==> src/rtl/noc_link_pkg.sv <==
// Shared types for the credit-based NoC link: credit-count width helper and
// the monitor state (credit count, packet tracker, sticky error flags).
package noc_link_pkg;

  // Storage widths for the monitor struct; the top requires
  // $clog2(FLIT_BUFFER_DEPTH+1) <= MON_CNT_W and DEST_WIDTH <= MON_DEST_W.
  localparam int unsigned MON_CNT_W  = 16;
  localparam int unsigned MON_DEST_W = 32;

  typedef struct packed {
    logic [MON_CNT_W-1:0]  count;
    logic                  pkt_active;
    logic [MON_DEST_W-1:0] head_dest;
    logic                  err_overflow;
    logic                  err_underflow;
    logic                  err_dest;
  } mon_state_t;

  function automatic int unsigned credit_cnt_width(input int unsigned depth);
    return $clog2(depth + 1);
  endfunction

endpackage

==> src/rtl/noc_link_stage.sv <==
// One register slice of the link: forward flit fields and reverse credit bit,
// all cleared asynchronously so in-flight traffic is dropped on reset.
module noc_link_stage #(
  parameter int FLIT_WIDTH = 64,
  parameter int DEST_WIDTH = 4
) (
  input  logic                  clk,
  input  logic                  rst_n,
  input  logic [FLIT_WIDTH-1:0] data_in,
  input  logic [DEST_WIDTH-1:0] dest_in,
  input  logic                  is_tail_in,
  input  logic                  send_in,
  input  logic                  credit_in,
  output logic [FLIT_WIDTH-1:0] data_out,
  output logic [DEST_WIDTH-1:0] dest_out,
  output logic                  is_tail_out,
  output logic                  send_out,
  output logic                  credit_out
);

  logic [FLIT_WIDTH-1:0] data_q, data_d;
  logic [DEST_WIDTH-1:0] dest_q, dest_d;
  logic                  is_tail_q, is_tail_d;
  logic                  send_q, send_d;
  logic                  credit_q, credit_d;

  always_comb begin
    data_d    = data_in;
    dest_d    = dest_in;
    is_tail_d = is_tail_in;
    send_d    = send_in;
    credit_d  = credit_in;
  end

  always_ff @(posedge clk or negedge rst_n) begin
    if (!rst_n) begin
      data_q    <= '0;
      dest_q    <= '0;
      is_tail_q <= 1'b0;
      send_q    <= 1'b0;
      credit_q  <= 1'b0;
    end else begin
      data_q    <= data_d;
      dest_q    <= dest_d;
      is_tail_q <= is_tail_d;
      send_q    <= send_d;
      credit_q  <= credit_d;
    end
  end

  assign data_out    = data_q;
  assign dest_out    = dest_q;
  assign is_tail_out = is_tail_q;
  assign send_out    = send_q;
  assign credit_out  = credit_q;

endmodule

==> src/rtl/noc_credit_link.sv <==
// Pipelined credit-based NoC link with a passive monitor that tracks sender
// credits, packet framing and destination consistency.
module noc_credit_link
  import noc_link_pkg::*;
#(
  parameter int FLIT_WIDTH        = 64,
  parameter int DEST_WIDTH        = 4,
  parameter int NUM_PIPELINE      = 2,
  parameter int FLIT_BUFFER_DEPTH = 4
) (
  input  logic                                   clk_noc,
  input  logic                                   rst_n,
  input  logic [FLIT_WIDTH-1:0]                  data_in,
  input  logic [DEST_WIDTH-1:0]                  dest_in,
  input  logic                                   is_tail_in,
  input  logic                                   send_in,
  output logic                                   credit_out,
  output logic [FLIT_WIDTH-1:0]                  data_out,
  output logic [DEST_WIDTH-1:0]                  dest_out,
  output logic                                   is_tail_out,
  output logic                                   send_out,
  input  logic                                   credit_in,
  output logic [$clog2(FLIT_BUFFER_DEPTH+1)-1:0] credit_count,
  output logic                                   pkt_active,
  output logic                                   err_overflow,
  output logic                                   err_underflow,
  output logic                                   err_dest,
  input  logic                                   err_clear
);

  localparam int CNT_W = credit_cnt_width(FLIT_BUFFER_DEPTH);

  // Handshake: there is no ready; send_* and credit_* are single-cycle valid
  // pulses that every stage accepts unconditionally, one per cycle.
  logic [FLIT_WIDTH-1:0] data_s    [NUM_PIPELINE+1];
  logic [DEST_WIDTH-1:0] dest_s    [NUM_PIPELINE+1];
  logic                  is_tail_s [NUM_PIPELINE+1];
  logic                  send_s    [NUM_PIPELINE+1];
  logic                  credit_s  [NUM_PIPELINE+1];

  assign data_s[0]    = data_in;
  assign dest_s[0]    = dest_in;
  assign is_tail_s[0] = is_tail_in;
  assign send_s[0]    = send_in;
  assign credit_s[0]  = credit_in;

  for (genvar i = 0; i < NUM_PIPELINE; i++) begin : g_stage
    noc_link_stage #(
      .FLIT_WIDTH(FLIT_WIDTH),
      .DEST_WIDTH(DEST_WIDTH)
    ) u_stage (
      .clk        (clk_noc),
      .rst_n      (rst_n),
      .data_in    (data_s[i]),
      .dest_in    (dest_s[i]),
      .is_tail_in (is_tail_s[i]),
      .send_in    (send_s[i]),
      .credit_in  (credit_s[i]),
      .data_out   (data_s[i+1]),
      .dest_out   (dest_s[i+1]),
      .is_tail_out(is_tail_s[i+1]),
      .send_out   (send_s[i+1]),
      .credit_out (credit_s[i+1])
    );
  end

  assign data_out    = data_s[NUM_PIPELINE];
  assign dest_out    = dest_s[NUM_PIPELINE];
  assign is_tail_out = is_tail_s[NUM_PIPELINE];
  assign send_out    = send_s[NUM_PIPELINE];
  assign credit_out  = credit_s[NUM_PIPELINE];

  localparam mon_state_t MON_RST = '{
    count:         MON_CNT_W'(FLIT_BUFFER_DEPTH),
    pkt_active:    1'b0,
    head_dest:     '0,
    err_overflow:  1'b0,
    err_underflow: 1'b0,
    err_dest:      1'b0
  };

  mon_state_t mon_q, mon_d;

  // Credits are spent by send_in and returned by credit_out (what the
  // upstream router actually sees); simultaneous events cancel.
  always_comb begin
    mon_d = mon_q;
    if (err_clear) begin
      mon_d.err_overflow  = 1'b0;
      mon_d.err_underflow = 1'b0;
      mon_d.err_dest      = 1'b0;
    end
    if (send_in && !credit_out) begin
      if (mon_q.count == '0) mon_d.err_overflow = 1'b1;
      else                   mon_d.count = mon_q.count - MON_CNT_W'(1);
    end else if (credit_out && !send_in) begin
      if (mon_q.count == MON_CNT_W'(FLIT_BUFFER_DEPTH)) mon_d.err_underflow = 1'b1;
      else mon_d.count = mon_q.count + MON_CNT_W'(1);
    end
    if (send_in) begin
      if (mon_q.pkt_active) begin
        if (mon_q.head_dest != MON_DEST_W'(dest_in)) mon_d.err_dest = 1'b1;
        if (is_tail_in) mon_d.pkt_active = 1'b0;
      end else if (!is_tail_in) begin
        mon_d.pkt_active = 1'b1;
        mon_d.head_dest  = MON_DEST_W'(dest_in);
      end
    end
  end

  always_ff @(posedge clk_noc or negedge rst_n) begin
    if (!rst_n) mon_q <= MON_RST;
    else        mon_q <= mon_d;
  end

  assign credit_count  = mon_q.count[CNT_W-1:0];
  assign pkt_active    = mon_q.pkt_active;
  assign err_overflow  = mon_q.err_overflow;
  assign err_underflow = mon_q.err_underflow;
  assign err_dest      = mon_q.err_dest;

endmodule

==> config.mk <==
export PLATFORM = sky130hd
export DESIGN_NAME = noc_credit_link
export DESIGN_NICKNAME = d
export VERILOG_FILES = /design/src/rtl/noc_link_pkg.sv /design/src/rtl/noc_link_stage.sv /design/src/rtl/noc_credit_link.sv
export SDC_FILE = /design/constraint.sdc
export NUM_CORES = 1
export LEC_CHECK = 0
export BUFFER_PORTS_ARGS = -buffer_cell sky130_fd_sc_hd__buf_2
export CAP_MARGIN = 20
export CORE_ASPECT_RATIO = 0.9
export CORE_MARGIN = 5
export CORE_UTILIZATION = 28
export DETAILED_ROUTE_END_ITERATION = 6
export GPL_TIMING_DRIVEN = 0
export PLACE_DENSITY_LB_ADDON = 0.15
export SLEW_MARGIN = 30
export SYNTH_ARGS = -nofsm -noshare
export SYNTH_HDL_FRONTEND = slang
export SYNTH_SLANG_ARGS = --single-unit
==> constraint.sdc <==
create_clock -name clk_noc -period 4 [get_ports clk_noc]
set_input_delay 0.8 -clock clk_noc [delete_from_list [all_inputs] [get_ports clk_noc]]
set_output_delay 0.8 -clock clk_noc [all_outputs]
set_load 0.05 [all_outputs]
==> flow_summary.yaml, run 1 <==
cts:
  cts_hold_buffers: 0
  cts_buffers: 17
  cts_tree: "built"
  root_buffer: "clkbuf_16"
  cts_buffer_depth: 2
  insertion_delay_ps: 420
  h-tree-depth: 4
  ctsResizeCount: 0
  clk_pin_slew_ps: 70
  cts_setup_buffers: 0
  clock_sinks: 166
detailed_routing:
  vias: 3774
  drt-pass1-iter-count: 4
  drt_iter0_drc: 189
  ant_nets: 0
  drc: 0
  drt-total-wl_um: 13000
  vias_per_cell: 4.11
  wl_per_cell_um: 14.1
sta:
  grt_setup_unrepaired: "false"
  hold_violations: 0
  drv_slew: 0
  maxSlewHeadroom_pct: 57.4
  final.period_utilization_pct: 90.8
  finClkSkew_ps: 11.9
  finalSetupViolCount: 0
  hold_slack_ps: 340
  fmax_ghz: 0.275
  fin_crit_ps: 3630
  worst_slew_pin_slew_ps: 638
layout:
  layout-drive-gt1-share_pct: 47.1
  regArea_um2: 4160
  syn_to_final_growth_pct: 27.8
  multi_input_area_um2: 1270
  final_nets: 693
  fill_cells: 2128
  num_antenna_cells: 0
  stdcell_count: 919
setup_path:
  arrival_ps: 3940
  critPathRequiredTime_ps: 4310
  endpoint_kind: "flop"
  worst_path_max_delay_cell: "mux2_2"
  start_kind: "input port"
  max_stage_delay_ps: 380
  crit_type: "in -> reg"
  rr_worst_depth: 15
  cp_cell_sequence: "buf_2 > ha_1 > buf_6 > clkbuf_8 > clkbuf_8 > buf_4 > xor2_1 > ha_1 > nand4bb_1 > and4_1 > buf_2 > o32a_2 > o22ai_1 > mux2_2 > xnor2_1"
  path_max_fanout: 19
hold_path:
  hold_class: "reg -> reg"
  whs_path_depth: 0
logic_synthesis:
  syn_nets: 523
  synth-seq-cells: 166
  synth_area_um2: 6170
  synth_area_leaders: "dfrtp_1 67%, buf_4 8.9%, xnor2_1 2.4%, o21ai_0 1.3%, mux2_2 1.3%"
  synth_top_area_share_pct: 66.9
  avgSynthCellArea_um2: 13.9
  async_flop_share_pct: 100
  synth.distinct_cells: 64
  synth.most_common_cell: "dfrtp_1"
  yosysWarnings: 0
  synth_commonest_cells: "165 x dfrtp_1, 73 x buf_4, 18 x nand2_1"
  synthCells: 445
  synth_ff_type: "dfrtp_1"
  yosysSeqAreaShare_pct: 67.3
  synth_top_cell_by_area: "dfrtp_1"
  synth_edf_count: 0
pwr:
  power_w: 0.00469
  ir_drop_uv: 501
  p_leak_nw: 3.71
  powerDensity_nw_per_um2: 594
grt:
  grt_pass1_vias: 3822
  antenna_found_initial: 0
  grt_overflow_total: 0
  grt_start_max_net_pins: 86
  grtUsageTotal_pct: 10.7
  grt_pass1_wl_um: 21300
die:
  start_util_pct: 28.4
  chipWidth_um: 167
  die_h_um: 151
  dieArea_um2: 25100
  core-area_um2: 21700
  rows: 51
  boundaryPins: 152
place:
  dp.cells: 888
  dp_hpwl_um: 9120
  portBuffers: 151
  gp_congestion: 0.792
job:
  maxCapViolCount: 0
run_status:
  outcome: "finished clean"
[critical path: cells and delay by family]
family | cells | cell delay [ps]
AO/OA/AOI/OAI | 2 | 450
adder cells (fa/ha/maj) | 2 | 550
multiplexers | 1 | 380
buffers and inverters | 6 | 1140
AND/OR/NAND/NOR | 2 | 320
XOR/XNOR | 2 | 290
[report_power, final]
part           internal [W]  switching (W)  total (W)
Clock              0.000823       0.000739    0.00156
Combinational      0.000450       0.000691    0.00114
Sequential          0.00185       0.000135    0.00199
Total               0.00312        0.00156    0.00469
[cell families (layout without fill, tap and decap cells)]
family | after synthesis | count (layout) | synth area share [%]
DFF | 166 | 166 | 67.3
buffers and inverters | 102 | 285 | 12.1
and+or+nand+nor | 72 | 72 | 6.83
AOI/OAI and AO/OA | 69 | 69 | 8.13
xor gates and xnor gates | 24 | 24 | 3.41
muxes | 8 | 8 | 1.44
adders and majority gates | 4 | 4 | 0.811
[path summary, 6_finish.rpt]
check | from | endpoint | slack [ps]
worst max-delay path | send_in | mon_q[48] | 370
worst min-delay path | g_stage[0].u_stage.data_out[9] | g_stage[1].u_stage.data_out[9] | 340
worst max register to register | g_stage[1].u_stage.credit_out | mon_q[48] | 480
worst min register to register | g_stage[0].u_stage.data_out[9] | g_stage[1].u_stage.data_out[9] | 340
max in group asynchronous | rst_n | mon_q[43] | 2800
min in group asynchronous | rst_n | g_stage[0].u_stage.data_out[28] | 350
[flip-flops by register name, indices dropped and copies added, names as in the netlist]
register                     flops
err_underflow                    1
g_stage.u_stage.credit_out       2
pkt_active                       1
g_stage.u_stage.is_tail_out      2
g_stage.u_stage.send_out         2
g_stage.u_stage.data_out       128
err_dest                         1
err_overflow                     1
g_stage.u_stage.dest_out         8
mon_q                           17
credit_count                     3
[layer usage]
| metal | part of all wire [%] | vias to the layer above | routed length [um] | track usage (%) |
|---|---|---|---|---|
| li1 | - | 1780 | - | - |
| met4 | 1.4 | 0 | 176 | 3.56 |
| met3 | 5.6 | 11 | 731 | 3.16 |
| met2 | 45 | 128 | 5810 | 16.1 |
| met1 | 48 | 1855 | 6260 | 14.8 |
| met5 | 0 | - | 0 | 0 |
[metrics by stage]
step	utilization (%)	setup TNS [ps]	setup WS, ps	area (um^2)
6_report	36.4	0	369	7890
5_1_grt	36.4	0	182	7890
4_1_cts	36.4	0	224	7900
3_5_place_dp	33.8	-456	-221	7330
3_3_place_gp	33.6	-60690	-377	7290
2_1_floorplan	-	0	532	6170
[cell type report]
cell class / instances / share of cell area (%)
clock inverters: 15 / 1.78
flip-flops and latches: 166 / 52.7
inverters: 10 / 0.476
clock buffers: 17 / 5.39
repair buffers: 152 / 10.1
well taps: 291 / 4.61
plain buffers: 91 / 8.90
multi-input cells: 177 / 16.1
[cell usage in the layout, fill, tap and decap left out, drive strengths merged, types with 2 or more instances in the layout]
cell	count
a21boi	2
o21ai	17
o211ai	3
clkinv	7
mux2	7
o21a	5
a31oi	3
a22oi	2
or3	4
nand4b	2
xnor2	17
clkinvlp	2
clkbuf	22
buf	238
o32a	3
inv	16
nand2	18
and3b	2
xor2	7
dfrtp	165
a21oi	13
nor3b	3
nor4	5
and4b	5
nand4	2
a32o	4
nor2b	2
a22o	3
a32oi	3
ha	4
nor2	17
o31ai	2
nor3	4
o22ai	2
Note: power is estimated with default switching activity, not from simulation.
==> run 2: changes to the inputs <==
Clock period 4 ns to 3.4 ns, I/O delays scaled along.
==> run 2 against run 1 <==
Effect of this change:
- sequential share of layout area shrank 0.55 points
- combinational power grew 19%
- first-iteration DRC count grew 20%
- register-to-register slack lost 250 ps
- critical endpoint unchanged
- via count shrank 0.11%
- core utilization grew 0.40 points
==> flow_summary.yaml, run 2 (synthesis gave the netlist of run 1 again) <==
run_status:
  outcome: "finished clean"
sta:
  finalSetupViolCount: 0
  final.period_utilization_pct: 93.2
  grt_setup_unrepaired: "false"
  maxSlewHeadroom_pct: 60.4
  setup_ws_ps: 232
  drv_slew: 0
  hold_violations: 0
  fin_crit_ps: 3170
  worst_slew_pin_slew_ps: 590
  finClkSkew_ps: 8.72
  setup_tns_ps: 0
  fmax_ghz: 0.316
cts:
  insertion_delay_ps: 420
  clock_sinks: 166
  cts_buffer_depth: 2
  cts_tree: "built"
  root_buffer: "clkbuf_16"
  cts_hold_buffers: 0
  h-tree-depth: 4
  cts_buffers: 17
  clk_pin_slew_ps: 70
setup_path:
  arrival_ps: 3480
  timing.rr.start: "g_stage[1].u_stage.credit_out"
  crit_type: "reg -> reg"
  path_max_fanout: 19
  critPathRequiredTime_ps: 3710
  endpoint_kind: "flop"
  crit_start: "g_stage[1].u_stage.credit_out"
  start_kind: "flop"
place:
  dp_hpwl_um: 9400
  portBuffers: 151
  place_ws_ps: -685
  gp_congestion: 0.791
  dp.cells: 889
  postPlaceCellArea_um2: 7360
layout:
  num_antenna_cells: 0
  final_area_um2: 7980
  largest_reg_flops: 128
  layout_commonest_cell: "dfrtp_1"
  layout-drive-gt1-share_pct: 48.0
  final_nets: 694
  final_cell_mix: "164 x dfrtp_1, 157 x buf_2, 72 x buf_4"
  final_core_util_pct: 36.8
  stdcell_count: 920
  syn_to_final_growth_pct: 29.2
die:
  core-area_um2: 21700
  start_util_pct: 28.4
  boundaryPins: 152
  dieArea_um2: 25100
  die_h_um: 151
  rows: 51
  chipWidth_um: 167
grt:
  antenna_found_initial: 0
  grtUsageTotal_pct: 10.9
  grt_pass1_wl_um: 21600
  grt_pass1_vias: 4011
  grt_overflow_total: 0
  grt_start_max_net_pins: 65
detailed_routing:
  drc: 0
  wl_per_cell_um: 14.2
  drt-pass1-iter-count: 4
  vias: 3770
  vias_per_cell: 4.10
  drt-total-wl_um: 13100
  ant_nets: 0
  drt_iter0_drc: 226
pwr:
  p_leak_nw: 3.73
  powerDensity_nw_per_um2: 701
  ir_drop_uv: 431
job:
  maxCapViolCount: 0
hold_path:
  hold_class: "in -> async"
run 2: cell types whose count changed in the layout (fill, tap and decap cells not counted), moves of 2 or more:
cell	change
clkinv_2	-3
inv_6	-3
clkbuf_8	+2
clkinvlp_4	+2
ha_1	-2
inv_8	+2
run 2: final timing paths:
path | endpoint | slack, ps | cells past startpoint
max | mon_q[48] | 230 | 15
min | mon_q[47] | 140 | 1
max reg2reg | mon_q[48] | 230 | 15
min reg2reg | g_stage[1].u_stage.data_out[62] | 350 | 0
max in group asynchronous | credit_count[2] | 2590 | 2
min in group clk_noc | g_stage[1].u_stage.data_out[62] | 350 | 0
run 2: timing repair:
item,in CTS,in global routing
setup endpoints to repair,3,3
gates resized for setup,7,3
pin swaps,0,1
setup buffers,0,0
run 2: layout make-up:
cell class	instances	area, um^2
Clock inverter	13	136
Fill cell	2158	13700
Clock buffer	19	453
Multi-Input combinational cell	177	1290
Timing Repair Buffer	153	821
Tap cell	291	364
Sequential cell	166	4160
Inverter	10	37.5
Buffer	91	714
run 2: metal layers:
metal | routed length, um | track usage (%) | vias up
met5 | 0 | 0 | -
met4 | 138 | 3.35 | 0
met3 | 903 | 4.20 | 10
met2 | 5780 | 16.3 | 136
met1 | 6250 | 14.9 | 1838
li1 | - | - | 1786
run 2: stage by stage:
| step | power (W) | hold slack, ps |
|---|---|---|
| after floorplan | 0.00336 | 331 |
| after global placement | 0.00370 | 331 |
| after detailed placement | 0.00372 | 335 |
| after CTS | 0.00568 | 146 |
| after global routing | 0.00590 | 163 |
| final | 0.00559 | 143 |
run 2: power by group:
part,switching (W),internal (W)
registers,0.000156,0.00218
clock network,0.000887,0.00101
logic,0.000818,0.000538
run 2: worst max-delay path, cell delays in order (launching register included):
cell,delay (ps)
dfrtp_2,420
inv_2,80
ha_4,160
buf_6,150
clkbuf_8,180
clkbuf_8,180
buf_12,160
xor2_1,150
ha_2,230
nand4bb_1,90
and4_1,190
buf_2,170
o32a_2,220
o22ai_2,160
mux2_2,360
xnor2_1,120
==> run 3: changes to the inputs <==
Settings changed: CORE_ASPECT_RATIO 0.9 to unset, GPL_ROUTABILITY_DRIVEN set to 0.
==> run 3 against run 2 <==
Effect of this change:
- design area hardly changed
- fmax is 2.4% lower
- count of clock-buffer cells in the layout decreased by 1
- clock skew is 2.5 ps higher
- die area is essentially flat
- register-to-register slack worse by 80 ps
- via count is 0.82% lower
- largest cell class unchanged
- largest power group unchanged
- highest routed layer unchanged
==> flow_summary.yaml, run 3 (synthesis gave the netlist of run 1 again) <==
layout:
  fill_cells: 2156
  layout_commonest_cell: "dfrtp_1"
  layout-drive-gt1-share_pct: 47.9
  syn_to_final_growth_pct: 29.3
  final_nets: 695
  largest_reg_flops: 128
  num_antenna_cells: 0
  final_cell_mix: "164 x dfrtp_1, 157 x buf_2, 73 x buf_4"
pwr:
  powerDensity_nw_per_um2: 701
  p_leak_nw: 3.74
  ir_drop_uv: 384
  power_w: 0.00559
grt:
  grtUsageTotal_pct: 10.4
  grt_overflow_total: 0
  grt_start_max_net_pins: 74
  grt_pass1_wl_um: 20400
  antenna_found_initial: 0
  grt_pass1_vias: 3867
detailed_routing:
  drc: 0
  drt-total-wl_um: 12900
  wl_per_cell_um: 14.1
  vias_per_cell: 4.11
  ant_nets: 0
  drt-pass1-iter-count: 4
  drt_iter0_drc: 157
  vias: 3739
die:
  start_util_pct: 28.4
  dieArea_um2: 25100
  boundaryPins: 152
  core-area_um2: 21800
  die_h_um: 158
  rows: 54
  chipWidth_um: 158
setup_path:
  start_kind: "flop"
  path_max_fanout: 19
  worst_path_max_delay_cell: "dfrtp_2"
  cp_cell_sequence: "inv_2 > ha_4 > buf_6 > clkbuf_8 > clkbuf_8 > buf_8 > xor2_1 > ha_2 > nand4bb_1 > and4_1 > buf_2 > o32a_2 > o22ai_1 > mux2_2 > xnor2_1"
  rr_worst_depth: 15
  critPathRequiredTime_ps: 3710
  r2r_end: "mon_q[48]"
  crit_type: "reg -> reg"
  arrival_ps: 3560
  endpoint_kind: "flop"
  crit_top_cell: "clkbuf_8"
  max_stage_delay_ps: 430
  timing.rr.start: "g_stage[1].u_stage.credit_out"
  reg2reg_slack_ps: 150
  crit_start: "g_stage[1].u_stage.credit_out"
hold_path:
  hold_class: "in -> async"
cts:
  cts_buffer_depth: 2
  insertion_delay_ps: 420
  cts_tree: "built"
  h-tree-depth: 4
  clock_sinks: 166
  cts_hold_buffers: 0
  root_buffer: "clkbuf_16"
  cts_buffers: 17
  clk_pin_slew_ps: 80
sta:
  fmax_ghz: 0.308
  finalSetupViolCount: 0
  grt_setup_unrepaired: "false"
  drv_slew: 0
  maxSlewHeadroom_pct: 62.5
  final.period_utilization_pct: 95.5
  finClkSkew_ps: 11.2
  hold_slack_ps: 99.0
  worst_slew_pin_slew_ps: 558
  fin_crit_ps: 3250
  hold_violations: 0
place:
  dp_hpwl_um: 9130
  portBuffers: 151
run_status:
  outcome: "finished clean"
job:
  maxCapViolCount: 0
## run 3: through the flow
step	setup TNS (ps)	util [%]	setup slack [ps]	std cells	instance area, um^2
finish	0	36.7	154	910	7980
global route	0	36.7	26.6	910	7980
CTS	0	36.7	5.69	911	7980
detailed placement	-2700	33.8	-666	878	7340
global placement	-141700	33.5	-1160	876	7280
floorplan	0	-	51.6	445	6170
## run 3: worst max-delay path by stage
stage	cells after the start	endpoint
floorplan	15	mon_q[48]
CTS	17	mon_q[50]
global route	16	mon_q[50]
global placement	1	g_stage[1].u_stage.credit_out
finish	15	mon_q[48]
detailed placement	16	mon_q[48]
## run 3: layout make-up
type,instances,area (um^2),area share (%)
Clock inverter,14,156,1.96
Buffer,91,709,8.89
Multi-Input combinational cell,177,1300,16.3
Clock buffer,18,439,5.51
Sequential cell,166,4160,52.1
Inverter,10,37.5,0.471
Timing Repair Buffer,154,828,10.4
Tap cell,280,350,4.39
## run 3: timing repair
item / CTS / global route
buffers inserted: 1 / 0
setup endpoints to repair: 3 / 3
pin swaps: 0 / 1
gates resized for setup: 7 / 3
## run 3: routing by layer
metal / part of all wire (%) / vias up / wire, um / GRT usage [%]
li1: - / 1777 / - / -
met1: 46 / 1835 / 5960 / 14.0
met2: 45 / 116 / 5840 / 15.9
met3: 7.0 / 11 / 903 / 3.53
met4: 1.2 / 0 / 148 / 3.45
met5: 0 / - / 0 / 0
## run 3: power by group
group          switching [W]  total (W)  leakage [nW]  internal (W)
sequential          0.000151    0.00233          1.94       0.00218
combinational       0.000822    0.00137          1.51      0.000544
clock               0.000893    0.00190         0.288       0.00100
total                0.00187    0.00559          3.74       0.00373
## run 3: critical path: cells and delay by family, from the launching register on
family | cells | cell delay [ps]
XOR/XNOR | 2 | 290
flip-flops | 1 | 430
AO/OA/AOI/OAI | 2 | 420
multiplexers | 1 | 370
AND/OR/NAND/NOR | 2 | 300
adder cells (fa/ha/maj) | 2 | 380
buffers and inverters | 6 | 930
